[src/rtl/ram_scan_pkg.sv]
// Shared sizes, read-mode encoding and default timing constants for the RAM scan display path.
package ram_scan_pkg;

    localparam int ADDR_W = 4;
    localparam int DATA_W = 8;
    localparam int DEPTH  = 16;

    typedef enum logic {
        MODE_MANUAL = 1'b0,
        MODE_SCAN   = 1'b1
    } mode_e;

    localparam int SCAN_DIV_DEFAULT   = 50_000_000;
    localparam int DEB_CYCLES_DEFAULT = 1_000_000;

endpackage

[src/rtl/ram_scan_btn_sync.sv]
// Two-flop synchronizer with rising-edge pulse for a raw board input.
// With RAM_SCAN_DEBOUNCE_EN defined, instances with USE_DEB=1 also debounce the synchronized level.
module btn_sync
    import ram_scan_pkg::*;
#(
    parameter int DEB_CYCLES = DEB_CYCLES_DEFAULT,
    parameter bit USE_DEB    = 1'b1
) (
    input  logic clk,
    input  logic rst,
    input  logic raw,
    output logic level,
    output logic rise
);

`ifdef RAM_SCAN_DEBOUNCE_EN
    localparam bit DEB_ON = USE_DEB;
`else
    localparam bit DEB_ON = 1'b0 & USE_DEB;
`endif

    logic s1_q, s1_d;
    logic s2_q, s2_d;
    logic prev_q, prev_d;
    logic acc;

    always_comb begin
        s1_d   = raw;
        s2_d   = s1_q;
        prev_d = acc;
    end

    always_ff @(posedge clk or posedge rst) begin
        if (rst) begin
            s1_q   <= 1'b0;
            s2_q   <= 1'b0;
            prev_q <= 1'b0;
        end else begin
            s1_q   <= s1_d;
            s2_q   <= s2_d;
            prev_q <= prev_d;
        end
    end

    generate
        if (DEB_ON) begin : g_deb
            localparam int CNT_W = (DEB_CYCLES > 1) ? $clog2(DEB_CYCLES) : 1;
            localparam logic [CNT_W-1:0] CNT_LAST = CNT_W'(DEB_CYCLES - 1);

            logic             deb_q, deb_d;
            logic [CNT_W-1:0] cnt_q, cnt_d;

            // The counter only advances while the input disagrees with the accepted level.
            always_comb begin
                deb_d = deb_q;
                cnt_d = '0;
                if (s2_q != deb_q) begin
                    if (cnt_q == CNT_LAST) begin
                        deb_d = s2_q;
                    end else begin
                        cnt_d = cnt_q + 1'b1;
                    end
                end
            end

            always_ff @(posedge clk or posedge rst) begin
                if (rst) begin
                    deb_q <= 1'b0;
                    cnt_q <= '0;
                end else begin
                    deb_q <= deb_d;
                    cnt_q <= cnt_d;
                end
            end

            assign acc = deb_q;
        end else begin : g_nodeb
            assign acc = s2_q;
        end
    endgenerate

    assign level = prev_q;
    assign rise  = acc & ~prev_q;

endmodule

[src/rtl/ram_scan.sv]
// 16x8 register-file RAM with button write port and manual/scan registered read port.
// RAM_SCAN_DEBOUNCE_EN adds a DEB_CYCLES debounce on the write button.
module ram_scan
    import ram_scan_pkg::*;
#(
    parameter int SCAN_DIV   = SCAN_DIV_DEFAULT,
    parameter int DEB_CYCLES = DEB_CYCLES_DEFAULT
) (
    input  logic              clk,
    input  logic              rst,
    input  logic              wr_btn,
    input  logic              mode,
    input  logic [ADDR_W-1:0] addr_sw,
    input  logic [DATA_W-1:0] din_sw,
    output logic [DATA_W-1:0] dout,
    output logic [ADDR_W-1:0] addr_out,
    output logic              wr_ack
);

    localparam int DIV_W = $clog2(SCAN_DIV);
    localparam logic [DIV_W-1:0] DIV_LAST = DIV_W'(SCAN_DIV - 1);

    // Cycles after reset before the synchronized button level reflects the real button.
`ifdef RAM_SCAN_DEBOUNCE_EN
    localparam int SETTLE = DEB_CYCLES + 4;
`else
    localparam int SETTLE = 4;
`endif
    localparam int SET_W = $clog2(SETTLE + 1);
    localparam logic [SET_W-1:0] SET_LAST = SET_W'(SETTLE);

    logic wr_level, wr_rise;
    logic mode_level, mode_rise;

    btn_sync #(.DEB_CYCLES(DEB_CYCLES), .USE_DEB(1'b1)) u_wr_sync (
        .clk   (clk),
        .rst   (rst),
        .raw   (wr_btn),
        .level (wr_level),
        .rise  (wr_rise)
    );

    btn_sync #(.DEB_CYCLES(DEB_CYCLES), .USE_DEB(1'b0)) u_mode_sync (
        .clk   (clk),
        .rst   (rst),
        .raw   (mode),
        .level (mode_level),
        .rise  (mode_rise)
    );

    logic [DATA_W-1:0] mem_q [DEPTH];
    logic [DATA_W-1:0] mem_d [DEPTH];
    logic [DATA_W-1:0] dout_q, dout_d;
    logic [ADDR_W-1:0] addr_out_q, addr_out_d;
    logic              wr_ack_q, wr_ack_d;
    logic [DIV_W-1:0]  div_q, div_d;
    logic [ADDR_W-1:0] scan_q, scan_d;
    logic [SET_W-1:0]  settle_q, settle_d;
    logic              armed_q, armed_d;

    mode_e             rd_mode;
    logic [ADDR_W-1:0] rd_addr;
    logic              wr_en;

    always_comb begin
        rd_mode = mode_level ? MODE_SCAN : MODE_MANUAL;
        rd_addr = (rd_mode == MODE_SCAN) ? scan_q : addr_sw;

        // A button already held when reset releases must be let go before it can write.
        settle_d = (settle_q == SET_LAST) ? settle_q : settle_q + 1'b1;
        armed_d  = armed_q | ((settle_q == SET_LAST) & ~wr_level);
        wr_en    = wr_rise & armed_q;

        for (int i = 0; i < DEPTH; i++) begin
            mem_d[i] = mem_q[i];
        end
        if (wr_en) begin
            mem_d[addr_sw] = din_sw;
        end

        dout_d     = (wr_en && (addr_sw == rd_addr)) ? din_sw : mem_q[rd_addr];
        addr_out_d = rd_addr;
        wr_ack_d   = wr_en;

        div_d  = div_q;
        scan_d = scan_q;
        if (mode_rise) begin
            div_d  = '0;
            scan_d = '0;
        end else if (rd_mode == MODE_SCAN) begin
            if (div_q == DIV_LAST) begin
                div_d  = '0;
                scan_d = scan_q + 1'b1;
            end else begin
                div_d = div_q + 1'b1;
            end
        end
    end

    always_ff @(posedge clk or posedge rst) begin
        if (rst) begin
            for (int i = 0; i < DEPTH; i++) begin
                mem_q[i] <= '0;
            end
            dout_q     <= '0;
            addr_out_q <= '0;
            wr_ack_q   <= 1'b0;
            div_q      <= '0;
            scan_q     <= '0;
            settle_q   <= '0;
            armed_q    <= 1'b0;
        end else begin
            for (int i = 0; i < DEPTH; i++) begin
                mem_q[i] <= mem_d[i];
            end
            dout_q     <= dout_d;
            addr_out_q <= addr_out_d;
            wr_ack_q   <= wr_ack_d;
            div_q      <= div_d;
            scan_q     <= scan_d;
            settle_q   <= settle_d;
            armed_q    <= armed_d;
        end
    end

    assign dout     = dout_q;
    assign addr_out = addr_out_q;
    assign wr_ack   = wr_ack_q;

endmodule

[config.mk]
export PLATFORM = sky130hd
export DESIGN_NAME = ram_scan
export DESIGN_NICKNAME = d
export VERILOG_FILES = /design/src/rtl/ram_scan_pkg.sv /design/src/rtl/ram_scan_btn_sync.sv /design/src/rtl/ram_scan.sv
export SDC_FILE = /design/constraint.sdc
export NUM_CORES = 1
export LEC_CHECK = 0
export ABC_CLOCK_PERIOD_IN_PS = 7960
export CAP_MARGIN = 20
export CORE_MARGIN = 5
export CORE_UTILIZATION = 60
export CTS_CLUSTER_SIZE = 16
export DETAILED_ROUTE_END_ITERATION = 10
export DONT_BUFFER_PORTS = 1
export PLACE_DENSITY = 0.82
export SLEW_MARGIN = 20
export SYNTH_ARGS = -nofsm -noshare
export SYNTH_HDL_FRONTEND = slang
export SYNTH_SLANG_ARGS = --single-unit
export TNS_END_PERCENT = 1
[constraint.sdc]
create_clock -name clk -period 7.96 [get_ports clk]
set_clock_uncertainty 0.05 [all_clocks]
set_input_delay 1.194 -clock clk [delete_from_list [all_inputs] [get_ports clk]]
set_output_delay 1.194 -clock clk [all_outputs]
set_load 0.05 [all_outputs]
==> impl_metrics.ini <==
[outcome]
status = complete, no violations

[worst_hold_path]
hold_class = flip-flop to flip-flop

[finish]
final_cell_mix = 181 x dfrtp_1, 125 x mux2_2, 58 x mux2i_1
mostFrequentLayoutCell = dfrtp_1
fillCellCount = 947
syn2layout_area_growth_pct = 9.314
multi_input_area_um2 = 3790
final_cells = 838
final_nets = 666
layout.area.seq_um2 = 4529
insertedDiodeCount = 0
final_layout_size_suffix_gt1_frac = 0.2948

[synth]
syn_avg_cell_area_um2 = 13.08
ys_async_sr_fraction = 1.000
synth_top_family_by_area = multiplexers
synth.distinct_cells = 51
syn_inst = 650
synth_compound_area_frac = 0.05945
synth_ff_type = dfrtp_1
synthXorXnorAreaFrac = 0.008240
synthMuxAreaShare = 0.2880
ys_warn_count = 0
synth_edf_count = 0
synth_fa_ha_area_frac = 0.007357
netlist_area_um2 = 8503
yosys_register_bits = 181
ys_seq_area_frac = 0.5327
synth_nets = 671
synth-simple-area-share = 0.08064

[clock_tree]
insertion_delay_ps = 430
cts_tree = yes
numCtsBuffers = 17
cts_resized = 0
postCtsSetupBuffers = 0
htree_num_levels = 4
path_clk_slew_ps = 60
root_buffer = clkbuf_16
clock_sinks = 181
hold_buffers = 0
cts_buffer_depth = 2

[die]
io_pins = 29
fp.dieH_um = 129.0
core_um2 = 13880
die_area_um2 = 16650
num_rows = 43
initial_core_util = 0.6126
die_w_um = 129.0

[placement]
place_inst = 805
pre_cts_slack_ps = 4648
portBuffers = 0
dpl.hpwl_um = 11660
place_congestion = 0.8109

[timing]
rsz0062_at_grt = false
hold_ws_ps = 303.0
finalSetupViolCount = 0
final.setup.tns_ps = 0
maxSlewHeadroom = 0.2917
period_share = 0.3889
worstMarginPinSlew_ps = 1063
setup_ws_ps = 4864
clock.fmax_ghz = 0.3230
slew_viol_final = 0
period_needed_ps = 3096
hold_violations = 0

[flow_run]
cap_violations = 0

[global_routing]
track_usage = 0.2311
antenna_found_initial = 0
grt_start_max_net_pins = 109
first_global_vias = 5662
overflow = 0
grt_pass1_wl_um = 29500

[routing]
drt_first_pass_iters = 5
wl_um = 17780
dr_total_vias = 5325
route.detailed.drc = 0
wl_per_cell_um = 21.22
dr.first_iter.drc_count = 457
final_antenna_net_count = 0
vias_per_cell = 6.354

[setup_path]
endpoint_kind = flip-flop
crit_required_ps = 8280
arrival_ps = 3410
path_class = flip-flop to flip-flop
timing.critical_path.from_type = flip-flop
crit_path_max_fanout = 43

[power]
power_density_nw_per_um2 = 249.2
power.leakage_nw = 4.317
ir_drop_v = 0.0002022
## state kept, by name, indices dropped and copies added, names as in the netlist
name and count:
dout 8, wr_ack 1, div_q 26, settle_q 3, addr_out 4, u_wr_sync.s1_q 1, armed_q 1, u_mode_sync.level 1
u_mode_sync.s1_q 1, u_wr_sync.level 1, u_wr_sync.acc 1, mem_q 128, u_mode_sync.acc 1, scan_q 4
## routing by layer
| metal | up-vias | track usage | wire length, um |
|---|---|---|---|
| met5 | - | 0 | 0 |
| met4 | 0 | 0.09574 | 487 |
| met1 | 2722 | 0.3020 | 7554 |
| met2 | 166 | 0.3680 | 8757 |
| li1 | 2395 | - | - |
| met3 | 42 | 0.06389 | 983 |
## stage by stage
stage	total power, W	cell area (um^2)	util
floorplan	0.001385	8503	-
global placement	0.001424	8643	0.6227
detailed placement	0.001453	8643	0.6227
CTS	0.002333	9268	0.6677
global route	0.002414	9295	0.6696
finish	0.002317	9295	0.6696
## synth_stat cells, drive strengths merged (2+ instances only)
library cell	n	share of area
o22ai	4	0.0029
nand2	39	0.017
inv	15	0.0066
a211oi	3	0.0026
or3	2	0.0015
mux4	19	0.050
ha	5	0.0074
or2	2	0.0015
nor3	14	0.0094
buf	14	0.010
nand4	10	0.0074
nor2b	6	0.0044
dfrtp	181	0.53
o21a	5	0.0044
a21o	13	0.011
a22o	9	0.0093
a21oi	7	0.0041
clkbuf	16	0.0071
a41oi	2	0.0021
a31oi	4	0.0029
or4	4	0.0040
mux2i	60	0.072
nand3	16	0.0094
a221oi	7	0.0072
nand2b	2	0.0015
nor2	23	0.010
xnor2	7	0.0072
mux2	125	0.17
nor4	5	0.0037
nand3b	2	0.0018
o21ai	14	0.0087
and3	5	0.0037
## report_power, final
part | switching [W] | total (W) | internal, W
clock | 0.000346 | 0.000878 | 0.000532
sequential | 0.000110 | 0.00116 | 0.00105
combinational | 0.000114 | 0.000278 | 0.000163
total | 0.000571 | 0.00232 | 0.00175
## final timing paths
| path | startpoint | to | slack [ps] | cells after the start |
|---|---|---|---|---|
| min reg2reg | u_mode_sync.s1_q | u_mode_sync.acc | 300 | 0 |
| max reg2reg | u_mode_sync.level | dout[7] | 4860 | 7 |
| min | u_mode_sync.s1_q | u_mode_sync.acc | 300 | 0 |
| min in group asynchronous | rst | settle_q[2] | 630 | 1 |
| max | u_mode_sync.level | dout[7] | 4860 | 7 |
| max in group asynchronous | rst | mem_q[127] | 5650 | 3 |
## worst max-delay path, cell delays in order (launching register included)
cell	delay (ps)
dfrtp_1	790
mux2i_4	320
buf_4	580
inv_2	240
mux2i_1	180
mux4_2	460
a211oi_1	270
a21o_1	120
## cells by family after synthesis
logic type,count (synthesis)
AOI/OAI and AO/OA,72
xor gates and xnor gates,8
adders and majority gates,5
buffers and inverters,45
DFF,181
muxes,204
and+or+nand+nor,135
## final cells by class
class | count | area share
clock buffers | 19 | 0.04765
clock inverters | 13 | 0.01952
inverters | 15 | 0.006596
multi-input cells | 424 | 0.4077
flip-flops and latches | 181 | 0.4873
well taps | 180 | 0.02423
repair buffers | 6 | 0.007000
(Power assumes the default switching activity.)
